--- config.mk ---
export PLATFORM = sky130hd
export DESIGN_NAME = gm_test_sequencer_flat
export DESIGN_NICKNAME = d
export VERILOG_FILES = /design/src/rtl/gm_test_sequencer_pkg.sv /design/src/rtl/gm_test_sequencer_if.sv /design/src/rtl/gm_test_sequencer_lfsr22.sv /design/src/rtl/gm_test_sequencer.sv /design/src/flat_wrapper.sv
export SDC_FILE = /design/constraint.sdc
export NUM_CORES = 1
export LEC_CHECK = 0
export BUFFER_PORTS_ARGS = -buffer_cell sky130_fd_sc_hd__buf_2
export CAP_MARGIN = 20
export CORE_MARGIN = 4
export CORE_UTILIZATION = 48
export CTS_CLUSTER_SIZE = 25
export DETAILED_ROUTE_END_ITERATION = 8
export MAX_ROUTING_LAYER = met4
export PLACE_DENSITY_LB_ADDON = 0.05
export SKIP_LAST_GASP = 1
export SYNTH_ARGS = -nofsm -noshare
export SYNTH_HDL_FRONTEND = slang
export SYNTH_SLANG_ARGS = --single-unit
export TNS_END_PERCENT = 100
--- constraint.sdc ---
create_clock -name clk -period 2 [get_ports clk]
set_input_delay 0.4 -clock clk [delete_from_list [all_inputs] [get_ports clk]]
set_output_delay 0.4 -clock clk [all_outputs]
set_load 0.005 [all_outputs]
--- src/rtl/gm_test_sequencer_pkg.sv ---
// rtl/gm_test_sequencer_pkg.sv - shared types, widths, taps and MISR step for the gate-model self-test.
package gm_test_pkg;

  localparam int GM_IN_W  = 22;
  localparam int GM_OUT_W = 10;

  // x^22+x^21+1 and x^10+x^7+1: feedback taken from these bit positions.
  localparam logic [GM_IN_W-1:0]  LFSR_TAPS = 22'h30_0000;
  localparam logic [GM_OUT_W-1:0] MISR_TAPS = 10'h240;

  typedef enum logic [1:0] {
    IDLE    = 2'd0,
    APPLY   = 2'd1,
    CAPTURE = 2'd2,
    DONE    = 2'd3
  } gm_state_e;

  function automatic logic [GM_OUT_W-1:0] misr_next(input logic [GM_OUT_W-1:0] misr,
                                                    input logic [GM_OUT_W-1:0] resp);
    return {misr[GM_OUT_W-2:0], ^(misr & MISR_TAPS)} ^ resp;
  endfunction

endpackage

--- src/rtl/gm_test_sequencer_if.sv ---
// rtl/gm_test_sequencer_if.sv - host and gate-model signal bundle; pass/fail exist with GM_GOLDEN_CHECK_EN.
interface gm_test_sequencer_if
  import gm_test_pkg::*;
#(
  parameter int CNT_W = 16
);
  logic                start;
  logic                abort;
  logic [GM_IN_W-1:0]  seed;
  logic [GM_IN_W-1:0]  gm_in;
  logic [GM_OUT_W-1:0] gm_out;
  logic                busy;
  logic                done;
  logic [GM_OUT_W-1:0] signature;
  logic [CNT_W-1:0]    pattern_idx;
`ifdef GM_GOLDEN_CHECK_EN
  logic                pass;
  logic                fail;
`endif

  modport master (
    input  start, abort, seed, gm_out,
    output gm_in, busy, done, signature, pattern_idx
`ifdef GM_GOLDEN_CHECK_EN
    , output pass, fail
`endif
  );

  modport slave (
    output start, abort, seed, gm_out,
    input  gm_in, busy, done, signature, pattern_idx
`ifdef GM_GOLDEN_CHECK_EN
    , input pass, fail
`endif
  );

endinterface

--- src/rtl/gm_test_sequencer_lfsr22.sv ---
// rtl/gm_test_sequencer_lfsr22.sv - seedable 22-bit Fibonacci LFSR; a zero seed loads 22'h000001.
module gm_lfsr22
  import gm_test_pkg::*;
(
  input  logic               clk,
  input  logic               rst_n,
  input  logic               load,
  input  logic               advance,
  input  logic [GM_IN_W-1:0] seed,
  output logic [GM_IN_W-1:0] q
);

  always_ff @(posedge clk or negedge rst_n) begin
    if (!rst_n) begin
      q <= '0;
    end else if (load) begin
      q <= (seed == '0) ? GM_IN_W'(1) : seed;
    end else if (advance) begin
      q <= {q[GM_IN_W-2:0], ^(q & LFSR_TAPS)};
    end
  end

endmodule

--- src/rtl/gm_test_sequencer.sv ---
// rtl/gm_test_sequencer.sv - LFSR-driven self-test of the Gatter22 gate model with MISR compaction.
// Optional golden compare with pass/fail outputs under GM_GOLDEN_CHECK_EN.
module gm_test_sequencer
  import gm_test_pkg::*;
#(
  parameter int SETTLE_CYCLES = 2,
  parameter int NUM_PATTERNS  = 256,
  parameter int CNT_W         = 16
`ifdef GM_GOLDEN_CHECK_EN
  , parameter logic [GM_OUT_W-1:0] GOLDEN_SIG = 10'h000
`endif
)(
  input logic                 clk,
  input logic                 rst_n,
  gm_test_sequencer_if.master bus
);

  localparam logic [7:0]       SETTLE_LAST = 8'(SETTLE_CYCLES - 1);
  localparam logic [CNT_W-1:0] LAST_IDX    = CNT_W'(NUM_PATTERNS - 1);

  gm_state_e           state_q, state_d;
  logic [7:0]          settle_q;
  logic [CNT_W-1:0]    idx_q;
  logic [GM_OUT_W-1:0] misr_q;
  logic [GM_OUT_W-1:0] sig_q;
  logic                done_q;
  logic [GM_IN_W-1:0]  lfsr_q;
  logic                busy_w, run_start, run_abort, capture, last_vec;

  assign busy_w    = (state_q == APPLY) || (state_q == CAPTURE);
  assign run_start = bus.start && !busy_w;
  assign run_abort = bus.abort && busy_w;
  assign capture   = (state_q == CAPTURE) && !run_abort;
  assign last_vec  = (idx_q == LAST_IDX);

  // The last vector is never advanced past, so gm_in keeps showing it in DONE.
  gm_lfsr22 u_lfsr (
    .clk     (clk),
    .rst_n   (rst_n),
    .load    (run_start),
    .advance (capture && !last_vec),
    .seed    (bus.seed),
    .q       (lfsr_q)
  );

  always_ff @(posedge clk or negedge rst_n) begin
    if (!rst_n) begin
      state_q <= IDLE;
    end else begin
      state_q <= state_d;
    end
  end

  always_comb begin
    state_d = state_q;
    case (state_q)
      IDLE, DONE: if (bus.start) state_d = APPLY;
      APPLY: begin
        if (bus.abort)                     state_d = IDLE;
        else if (settle_q == SETTLE_LAST)  state_d = CAPTURE;
      end
      CAPTURE: begin
        if (bus.abort)     state_d = IDLE;
        else if (last_vec) state_d = DONE;
        else               state_d = APPLY;
      end
      default: state_d = IDLE;
    endcase
  end

  always_ff @(posedge clk or negedge rst_n) begin
    if (!rst_n) begin
      settle_q <= '0;
      idx_q    <= '0;
      misr_q   <= '0;
      sig_q    <= '0;
      done_q   <= 1'b0;
    end else if (run_start) begin
      settle_q <= '0;
      idx_q    <= '0;
      misr_q   <= '0;
      done_q   <= 1'b0;
    end else if (run_abort) begin
      settle_q <= '0;
      idx_q    <= '0;
      misr_q   <= '0;
      sig_q    <= '0;
    end else begin
      case (state_q)
        APPLY: settle_q <= settle_q + 8'd1;
        CAPTURE: begin
          misr_q <= misr_next(misr_q, bus.gm_out);
          if (!last_vec) begin
            idx_q    <= idx_q + CNT_W'(1);
            settle_q <= '0;
          end
        end
        // Result and done are published together one edge after DONE is entered.
        DONE: begin
          sig_q  <= misr_q;
          done_q <= 1'b1;
        end
        default: ;
      endcase
    end
  end

`ifdef GM_GOLDEN_CHECK_EN
  logic pass_q, fail_q;

  always_ff @(posedge clk or negedge rst_n) begin
    if (!rst_n) begin
      pass_q <= 1'b0;
      fail_q <= 1'b0;
    end else if (run_start) begin
      pass_q <= 1'b0;
      fail_q <= 1'b0;
    end else if (state_q == DONE) begin
      pass_q <= (misr_q == GOLDEN_SIG);
      fail_q <= (misr_q != GOLDEN_SIG);
    end
  end

  assign bus.pass = pass_q;
  assign bus.fail = fail_q;
`endif

  assign bus.gm_in       = lfsr_q;
  assign bus.busy        = busy_w;
  assign bus.done        = done_q;
  assign bus.signature   = sig_q;
  assign bus.pattern_idx = idx_q;

endmodule
--- src/flat_wrapper.sv ---
// flat-port wrapper written by rule: the top's interface ports become plain ports
module gm_test_sequencer_flat import gm_test_pkg::*;
#(
  parameter int SETTLE_CYCLES = 2,
  parameter int NUM_PATTERNS  = 256,
  parameter int CNT_W         = 16

)
  (clk, rst_n, bus_start, bus_abort, bus_seed, bus_gm_out, bus_gm_in, bus_busy, bus_done, bus_signature, bus_pattern_idx);
  gm_test_sequencer_if #(.CNT_W(CNT_W)) bus_i ();
  input logic clk;
  input logic rst_n;
  input wire logic [$bits(bus_i.start)-1:0] bus_start;
  input wire logic [$bits(bus_i.abort)-1:0] bus_abort;
  input wire logic [$bits(bus_i.seed)-1:0] bus_seed;
  input wire logic [$bits(bus_i.gm_out)-1:0] bus_gm_out;
  output wire logic [$bits(bus_i.gm_in)-1:0] bus_gm_in;
  output wire logic [$bits(bus_i.busy)-1:0] bus_busy;
  output wire logic [$bits(bus_i.done)-1:0] bus_done;
  output wire logic [$bits(bus_i.signature)-1:0] bus_signature;
  output wire logic [$bits(bus_i.pattern_idx)-1:0] bus_pattern_idx;
  assign bus_i.start = bus_start;
  assign bus_i.abort = bus_abort;
  assign bus_i.seed = bus_seed;
  assign bus_i.gm_out = bus_gm_out;
  assign bus_gm_in = bus_i.gm_in;
  assign bus_busy = bus_i.busy;
  assign bus_done = bus_i.done;
  assign bus_signature = bus_i.signature;
  assign bus_pattern_idx = bus_i.pattern_idx;
  gm_test_sequencer #(.SETTLE_CYCLES(SETTLE_CYCLES), .NUM_PATTERNS(NUM_PATTERNS), .CNT_W(CNT_W)) u_core (.clk(clk), .rst_n(rst_n), .bus(bus_i));
endmodule
==> implementation parameters <==
Parameter                              Value

Yosys
  Largest cells by area after synthesis    dfrtp_1 (49%), o32a_1 (5.7%), o21a_1 (4.3%)
  Sequential area share after synthesis    0.491
  Count of unique library cells instantiated by Yosys    47
  Number of enable-type register cells in the synthesized netlist    0
  Mean instance size in the synthesized netlist    10.5 um^2
  Flip-flop and latch count after synthesis    69
  Fraction of registers with async set/reset    1.00
  Syn Nets    376
  Top cells by instance count after synthesis    dfrtp_1 (69), nor2_1 (25), o21a_1 (20), o32a_1 (20), a21oi_1 (18)
  Most common cell in the netlist    dfrtp_1
  Cell Area, Synth    3520 um^2
  Dominant cell type by area after synthesis    dfrtp_1
  Synthesis Warnings    0
  Fraction of post-synthesis cell area in the top cell type by area    0.491
  Post-Synthesis Cells    334
  Main synth FF type    dfrtp_1

Critical path
  Critical Path Slowest Stage Cell    or4_4
  Type of element capturing the critical path    flip-flop
  Worst setup path class    reg -> reg
  CP required    2.28 ns
  Crit start category    flip-flop
  Kind of cell with the highest combined delay on the critical path    simple AND/OR/NAND/NOR gates
  Most used cell along the critical path    or4_4
  Critical-path cell list    or4_4 > or4_4 > o21ai_4 > a22o_2
  Longest individual stage delay on the worst path    0.58 ns
  Worst Path Buf+Inv    0
  Worst endpoint data arrival time    2.27 ns
  Largest fanout of any net on the critical path    6

Clock network
  Buffer cell driving the clock tree root    clkbuf_8
  Clk sink count    69
  H-tree levels    3
  Clock transition at the registers of the reported paths    0.08 ns
  Total CTS buffers    9
  Clock Path Buffers    2
  Clock latency at the later pin of the worst-skew pair    0.34 ns
  TritonCTS clock tree    built

Floorplan
  Row Count    30
  DIE AREA    8760 um^2
  Starting density of the core    0.506
  Core Box Area    6940 um^2
  Number of top-level design ports    86
  Die outline width    93.6 um
  Y dimension of the die    93.6 um

Final layout
  Summed area of non-filler cells in the final layout    4630 um^2
  Antenna Cells    0
  Layout overhead on the synthesized area    31.6%
  Net count, final    492
  Fraction of layout cells with a size suffix above 1    0.352
  Post-Layout Cell Count    551

Global routing
  Number of global-route vias before repair    3,027
  Wire length of the first global-routing pass    14,700 um
  Number of antenna violations at the first check in global routing    0
  Total gr overflow    0
  Pin count of the biggest net entering global routing    42
  GRT Total Usage    0.215

Routing
  Number of detailed-routing iterations run before antenna repair    4
  Violation count after the first detailed-route iteration    125
  Total Routed Length    8770 um
  DR vias    3,119
  Post-detailed-route via-to-cell ratio    5.66
  Routed len/inst    15.9 um
  Number of remaining DRC errors    0
  Antenna Nets Post-Route    0

Flow run
  Number of max-cap violations    0

Timing
  Smallest setup slack after layout    0.0169 ns
  Final Critical Period    1.98 ns
  Max frequency    0.504 GHz
  Portion of the clock cycle consumed by the worst path in the final layout    0.992
  Final clock skew    0.0102 ns
  Max-slew headroom at the worst pin    0.701
  Final number of hold-violating endpoints    0
  Setup repair after global routing missed its margin    true
  Slew of the pin with the lowest slew margin    0.445 ns
  Count of endpoints failing setup in the final report    0
  Max-slew violation total from the final report    0

Placement
  Count of placed standard cells including taps    531
  Final estimated routing congestion in global placement    0.850
  Placed cell area    4280 um^2
  Post-DP HPWL    6260 um
  Worst setup slack before clock tree synthesis    -0.0283 ns
  Port Buf Inserts    85

Power
  Internal cell power    3.75 mW
  Standby leakage power    2.04 nW
  Combinational fraction of design power    0.376
  Largest vdd supply drop    0.686 mV
  Power density over the cells    1230 nW/um^2
  Total power consumption of the routed design    5.68 mW
  Sequential Power Share    0.355
  Clock share of power    0.269
  Switch Pwr    1.93 mW
  Switch share    0.340

Hold path
  Min-Delay Path Class    in -> reg

Outcome
  Run status    finished, final reports clean
==> layout by cell type (no fill, tap or decap), types with 6 or more instances in the layout <==
cell type and n:
nor3_1 7, buf_4 36, inv_1 9, clkbuf_8 9, o21ai_0 13, dfrtp_1 69
nand4_1 6, a21oi_1 18, xnor2_1 14, nor4_1 6, or3_1 9, nand2_1 11
o21a_1 20, nor2_1 24, buf_2 85, o32a_1 20, a22o_1 10, nand3_1 11
a211oi_1 9
==> worst reg2reg max path, delay by kind of cell, from the launching register on <==
| family | cells | cell delay (ns) |
|---|---|---|
| compound gates | 2 | 0.40 |
| simple gates | 2 | 1.15 |
| flops | 1 | 0.39 |
==> area by class of cell <==
| class | count | area (um^2) |
|---|---|---|
| repair buffers | 126 | 763 |
| inverters | 9 | 33.8 |
| clock buffers | 9 | 124 |
| multi-input cells | 235 | 1710 |
| clock inverters | 7 | 146 |
| well taps | 96 | 120 |
| fillers | 588 | 2320 |
| flip-flops and latches | 69 | 1730 |
==> metal layers <==
layer,track usage,up-vias,wire [um]
li1,-,1504,-
met1,0.296,1520,4110
met2,0.323,84,4140
met3,0.0354,11,405
met4,0.0758,0,110
met5,-,-,0
==> through the flow <==
stage / setup TNS (ns) / hold WS [ns] / utilization
finish: 0 / 0.344 / 0.666
global route: -0.697 / 0.342 / 0.666
CTS: 0 / 0.333 / 0.663
detailed placement: -0.116 / 0.272 / 0.616
global placement: -0.0371 / 0.281 / 0.616
floorplan: 0 / 0.104 / -
==> cell families (layout without fill, tap and decap cells) <==
family | after synthesis | after routing | synth area share
multiplexers | 8 | 8 | 0.0235
AND/OR/NAND/NOR | 94 | 94 | 0.147
flip-flops | 69 | 69 | 0.491
AO/OA/AOI/OAI | 110 | 110 | 0.242
buffers and inverters | 30 | 151 | 0.0335
XOR/XNOR | 17 | 17 | 0.0424
adder cells (fa/ha/maj) | 6 | 6 | 0.0214
==> path summary, 6_finish.rpt <==
kind | from | to | slack (ns) | cells past startpoint
setup / recovery | u_core.bus.pattern_idx[12]$_DFFE_PN0P_ | u_core.settle_q[2]$_DFFE_PN0P_ | 0.02 | 4
hold / removal | bus_gm_out[5] | u_core.misr_q[5]$_DFFE_PN0P_ | 0.34 | 3
setup reg to reg | u_core.bus.pattern_idx[12]$_DFFE_PN0P_ | u_core.settle_q[2]$_DFFE_PN0P_ | 0.02 | 4
hold reg to reg | u_core.bus.done$_DFFE_PN0P_ | u_core.bus.done$_DFFE_PN0P_ | 0.49 | 1
max in group asynchronous | rst_n | u_core.state_q[0]$_DFFE_PN0P_ | 1.00 | 3
min in group asynchronous | rst_n | u_core.bus.pattern_idx[6]$_DFFE_PN0P_ | 0.44 | 2
==> repair_timing <==
action,CTS,global route
buffers inserted,2,0
pin swaps,3,4
gates resized for setup,5,7
endpoints found under the hold margin,7,0
hold buffers,1,0
cloned,0,1
setup endpoints to repair,27,36
==> power by group through the flow <==
stage	Clock (mW)	Combinational, mW	Sequential [mW]
after global routing	1.63	2.37	2.06
final	1.53	2.13	2.02
after CTS	1.56	2.14	2.01
after detailed placement	0	2.09	2.04
after floorplan	0	1.23	2.04
after global placement	0	2.05	2.03
==> flip-flops by register name (all words and copies together), names as in the netlist <==
| register | flops |
|---|---|
| u_core.bus.done | 1 |
| u_core.bus.pattern_idx | 16 |
| u_core.bus.signature | 10 |
| u_core.misr_q | 10 |
| u_core.settle_q | 8 |
| u_core.state_q | 2 |
| u_core.u_lfsr.q | 22 |
Power figures use the tool's default switching activity.
